$ cat src/rtl/fork_join_ctrl.sv
// fork_join_ctrl: fork/join controller for NPROC processes with join, join_any and join_none.
// Optional watchdog enabled by defining FJ_TIMEOUT_EN.
module fork_join_ctrl #(
    parameter int NPROC   = 2,
    parameter int TIMEOUT = 255
) (
    input  logic             clk,
    input  logic             rst_n,
    input  logic             start_i,
    input  logic [1:0]       mode_i,
    input  logic [NPROC-1:0] done_i,
    output logic [NPROC-1:0] fork_o,
    output logic             join_o,
    output logic             cont_o,
    output logic [2:0]       first_o,
    output logic             busy_o,
    output logic             err_o,
    output logic             timeout_o
);
    typedef enum logic [1:0] {IDLE, FORK, WAIT, DRAIN} state_t;
    localparam logic [1:0] M_JOIN = 2'b00;
    localparam logic [1:0] M_ANY  = 2'b01;
    localparam logic [1:0] M_NONE = 2'b10;

    if (NPROC < 2 || NPROC > 8 || TIMEOUT < 1) begin : g_bad_param
        $error("fork_join_ctrl: NPROC must be 2..8 and TIMEOUT >= 1");
    end

    state_t           state;
    logic [1:0]       mode;
    logic [NPROC-1:0] pending;
    logic             joined;
    logic             cont_due;
    logic             got_first;
    logic [2:0]       first_idx;
    logic [NPROC-1:0] valid;
    logic [2:0]       low;
    logic [2:0]       first_val;

`ifdef FJ_TIMEOUT_EN
    localparam int CW = $clog2(TIMEOUT + 1);
    logic [CW-1:0] cnt;
`endif

    assign valid     = done_i & pending;
    assign first_val = got_first ? first_idx : low;

    // lowest-index finisher among this cycle's valid dones
    always_comb begin
        low = '0;
        for (int i = NPROC - 1; i >= 0; i--)
            if (valid[i]) low = 3'(i);
    end

    always_ff @(posedge clk or negedge rst_n) begin
        if (!rst_n) begin
            state     <= IDLE;
            mode      <= M_JOIN;
            pending   <= '0;
            joined    <= 1'b0;
            cont_due  <= 1'b0;
            got_first <= 1'b0;
            first_idx <= '0;
            fork_o    <= '0;
            join_o    <= 1'b0;
            cont_o    <= 1'b0;
            first_o   <= '0;
            busy_o    <= 1'b0;
            err_o     <= 1'b0;
            timeout_o <= 1'b0;
`ifdef FJ_TIMEOUT_EN
            cnt       <= '0;
`endif
        end else begin
            fork_o    <= '0;
            join_o    <= 1'b0;
            cont_o    <= 1'b0;
            first_o   <= '0;
            timeout_o <= 1'b0;
            case (state)
                IDLE: if (start_i) begin
                    state     <= FORK;
                    mode      <= (mode_i == 2'b11) ? M_JOIN : mode_i;
                    err_o     <= 1'b0;
                    fork_o    <= '1;
                    busy_o    <= 1'b1;
                    pending   <= '1;
                    join_o    <= (mode_i == M_NONE);
                    joined    <= (mode_i == M_NONE);
                    cont_due  <= 1'b0;
                    got_first <= 1'b0;
                    first_idx <= '0;
`ifdef FJ_TIMEOUT_EN
                    cnt       <= '0;
`endif
                end
                FORK: begin
                    if (|done_i) err_o <= 1'b1;
                    state <= (mode == M_NONE) ? DRAIN : WAIT;
                end
                default: begin
                    if (|(done_i & ~pending)) err_o <= 1'b1;
                    pending <= pending & ~done_i;
                    if (|valid && !got_first) begin
                        got_first <= 1'b1;
                        first_idx <= low;
                    end
                    if (cont_due) begin
                        cont_o   <= 1'b1;
                        cont_due <= 1'b0;
                    end
                    if (pending == '0) begin
                        state  <= IDLE;
                        busy_o <= 1'b0;
                    end else if (state == WAIT && mode == M_ANY && |valid) begin
                        join_o   <= 1'b1;
                        first_o  <= low;
                        joined   <= 1'b1;
                        cont_due <= 1'b1;
                        state    <= DRAIN;
                    end else if (state == WAIT && mode == M_JOIN && (pending & ~done_i) == '0) begin
                        join_o  <= 1'b1;
                        first_o <= first_val;
                        joined  <= 1'b1;
                    end
`ifdef FJ_TIMEOUT_EN
                    // watchdog overrides normal completion in the cycle it expires
                    if (cnt == CW'(TIMEOUT - 1)) begin
                        timeout_o <= 1'b1;
                        err_o     <= 1'b1;
                        pending   <= '0;
                        cont_due  <= 1'b0;
                        state     <= IDLE;
                        busy_o    <= 1'b0;
                        cnt       <= '0;
                        if (!joined) begin
                            join_o  <= 1'b1;
                            first_o <= first_val;
                        end
                    end else begin
                        cnt <= cnt + 1'b1;
                    end
`endif
                end
            endcase
        end
    end
endmodule

$ cat config.mk
export PLATFORM = sky130hd
export DESIGN_NAME = fork_join_ctrl
export DESIGN_NICKNAME = d
export VERILOG_FILES = /design/src/rtl/fork_join_ctrl.sv
export SDC_FILE = /design/constraint.sdc
export NUM_CORES = 1
export LEC_CHECK = 0
export CORE_MARGIN = 2
export CORE_UTILIZATION = 47
export CTS_CLUSTER_SIZE = 16
export DETAILED_ROUTE_END_ITERATION = 10
export HOLD_SLACK_MARGIN = 0.1
export PLACE_DENSITY = 0.83
export SLEW_MARGIN = 0
export SYNTH_ARGS = -nofsm -noshare
export SYNTH_HDL_FRONTEND = slang
export SYNTH_SLANG_ARGS = --single-unit
$ cat constraint.sdc
create_clock -name clk -period 1.45 [get_ports clk]
set_input_delay 0.145 -clock clk [delete_from_list [all_inputs] [get_ports clk]]
set_output_delay 0.145 -clock clk [all_outputs]
set_load 0.005 [all_outputs]
==> key figures <==
Floorplan
  – # rows: 14
  – I/O pin total: 17
  – Initial Util: 50.2%
  – Die W: 44.1 um
  – Total core area: 1510 um2
  – Die Height: 44.1 um
  – Die area: 1950 um2

Power and ir drop
  – Internal: 1.10 mW
  – Switch Pwr: 0.651 mW
  – PwrDens: 1860 nW/um2
  – Reg power frac: 42.5%
  – Clock share of power: 13.9%
  – Combinational power share: 43.6%
  – Worst vdd ir: 0.000942 V
  – Sw Share: 37.1%
  – Leak Pwr: 0.422 nW

Worst setup path
  – Setup crit start kind: register
  – Critical setup path kind: reg2out
  – Worst R2R Start: pending[0]
  – Family with the most delay on the worst path: buffers and inverters
  – Worst setup path startpoint: err_o
  – Slowest stage delay, CP: 0.51 ns
  – Critical Path AT: 1.19 ns
  – Worst Path Buf+Inv: 1
  – Critical Path, Cell by Cell: clkdlybuf4s50_1
  – CP endpoint kind: primary output
  – Slowest cell on the critical path: clkdlybuf4s50_1
  – Critical Path Stages: 1
  – Data required time of the worst path: 1.31 ns
  – Reg2Reg Depth: 4
  – CP Max Fanout: 4

Synth
  – Largest cells by area after synthesis: dfrtp_1 50%, o21ai_0 5.3%, buf_4 5.0%
  – Library cells used by synthesis: 28
  – Main synth FF type: dfrtp_1
  – Commonest cells in the netlist: 15 x dfrtp_1, 8 x o21ai_0, 6 x inv_1, 6 x nand2_1, 6 x nor2_1
  – Largest area contributor in the netlist: dfrtp_1
  – Synth Warn #: 0
  – Mapped cell area: 757 um2
  – Seq/Total Area, Yosys: 49.6%
  – Syn avg cell area: 9.58 um2
  – Asr flop ratio synth: 100%
  – Area fraction of the dominant cell type after synthesis: 49.6%
  – Synthesized flop and latch total: 15
  – Most frequent cell after synthesis: dfrtp_1
  – Post-synth EDFFs: 0
  – Cells after Synth: 79

Clock network
  – TritonCTS clock tree: done
  – H-tree levels: 1
  – Worst-path clk slew: 0.09 ns
  – Clock insertion delay at the later pin of the skew report: 0.29 ns
  – Num CTS Buffers: 3
  – Clock Sink Count: 15
  – Hold-fix buffers, CTS: 0
  – Clock root buffer: clkbuf_4
  – Clk buf depth: 2

Status
  – Outcome: complete, no violations

Final layout
  – Multi-input gate area: 318 um2
  – Fin cells: 113
  – Biggest regs: mode: 2 flops, pending: 2 flops, state: 2 flops
  – Final nets: 105
  – Finished layout cell area: 942 um2
  – Diode count: 0
  – Area Overhead vs Synth: 24.5%
  – Sequential cell area: 375 um2
  – Share of layout cells above drive strength 1: 13.4%
  – Fillers: 132

Timing
  – Setup violators final: 0
  – Unrepaired setup endpoints after global routing: no
  – Skew final: 0.00407 ns
  – Max-slew violation count: 0
  – Peak Freq: 748 MHz
  – Crit path time final: 1.34 ns
  – Fin crit share: 92.2%
  – Final Hold Vio Count: 0

Placement
  – Input/output buffers: 13
  – Dpl cells: 109
  – Placed inst area: 915 um2
  – Routability cong.: 0.818
  – HPWL after DPL: 1.08 mm

Detailed routing
  – WL/cell: 12.8 um
  – DRT Pass-1 Iters: 4
  – Vias per cell: 5.51
  – Vias: 623
  – DRC viols: 0
  – DRT antenna net count: 0
  – Met2 wire len: 717 um
  – DRT Wirelength: 1.45 mm
  – Routed wl met3: 57 um
  – Drt initial violations: 18
  – Top Metal Used: met4
  – Met1 WL: 614 um

GRT
  – First-pass GRT wire length: 2.37 mm
  – Vias in the first global route: 578
  – Gr ovfl total: 0
  – Antenna violations before repair: 0
  – Largest net degree at the start of global routing: 18
  – Total GRT Usage: 17.6%

Run
  – Max_cap viols: 0

Worst hold path
  – Worst Hold Class: in2async
## final timing paths
path	endpoint	slack (ns)
max	err_o	0.11
max reg2reg	first_o[0]	0.14
max in group asynchronous	state[0]	1.12
min in group clk	mode[1]	0.47
min reg2reg	cont_o	0.51
min	busy_o	0.16
## placed cells by master (no fill, tap or decap), drive strengths merged
cell	instances
dfrtp	15
clkdlybuf4s50	13
o21ai	8
inv	7
nor2	6
nand2	6
buf	6
nor2b	3
nand2b	3
a21oi	3
o31ai	3
conb	3
clkbuf	3
o22ai	2
o21a	2
a22o	1
nand4	1
or3b	1
a2111oi	1
o311ai	1
nand3	1
and4b	1
a31oi	1
and2	1
nor3b	1
nor3	1
o2bb2ai	1
o21bai	1
clkinv	1
## metrics by stage
step	total power, mW	setup TNS (ns)	util (%)	hold slack (ns)	setup slack (ns)
2_1_floorplan	1.23	0	-	-0.151	0.122
3_3_place_gp	1.49	0	60.7	0.473	0.00576
3_5_place_dp	1.51	-0.0342	60.7	0.493	-0.0342
4_1_cts	1.76	0	62.5	0.167	0.0658
5_1_grt	1.90	0	62.5	0.172	0.00544
6_report	1.75	0	62.5	0.162	0.113
## final cells by class
type | count | area share [%]
flip-flops and latches | 15 | 39.8
multi-input cells | 52 | 33.7
repair buffers | 19 | 18.6
inverters | 7 | 2.79
clock buffers | 3 | 2.39
well taps | 16 | 2.12
clock inverters | 1 | 0.531
## routing by layer
| metal | up-vias | GRT usage [%] |
|---|---|---|
| met5 | - | 0 |
| met4 | 0 | 16.4 |
| met3 | 6 | 3.67 |
| met2 | 21 | 27.4 |
| met1 | 291 | 19.8 |
| li1 | 305 | - |
## power by group through the flow
stage,clock [mW],combinational [mW],sequential [mW]
after global placement,0,0.743,0.746
after detailed placement,0,0.763,0.752
after CTS,0.254,0.767,0.743
after floorplan,0,0.522,0.713
after global routing,0.269,0.855,0.773
final,0.244,0.765,0.744
## cells by family (layout without fill, tap and decap cells)
group | count (synthesis) | count (layout) | share of synthesized area (%)
simple gates | 25 | 25 | 17.7
compound gates | 24 | 24 | 22.8
flops | 15 | 15 | 49.6
buf+inv | 14 | 30 | 9.42
other cells | 1 | 3 | 0.495
## repair_timing
| item | in CTS | in global routing |
|---|---|---|
| buffers inserted | 0 | 0 |
| endpoints found under the setup margin | 0 | 1 |
| resized for setup | 0 | 1 |
| endpoints found under the hold margin | 0 | 0 |
(Power assumes the default switching activity.)
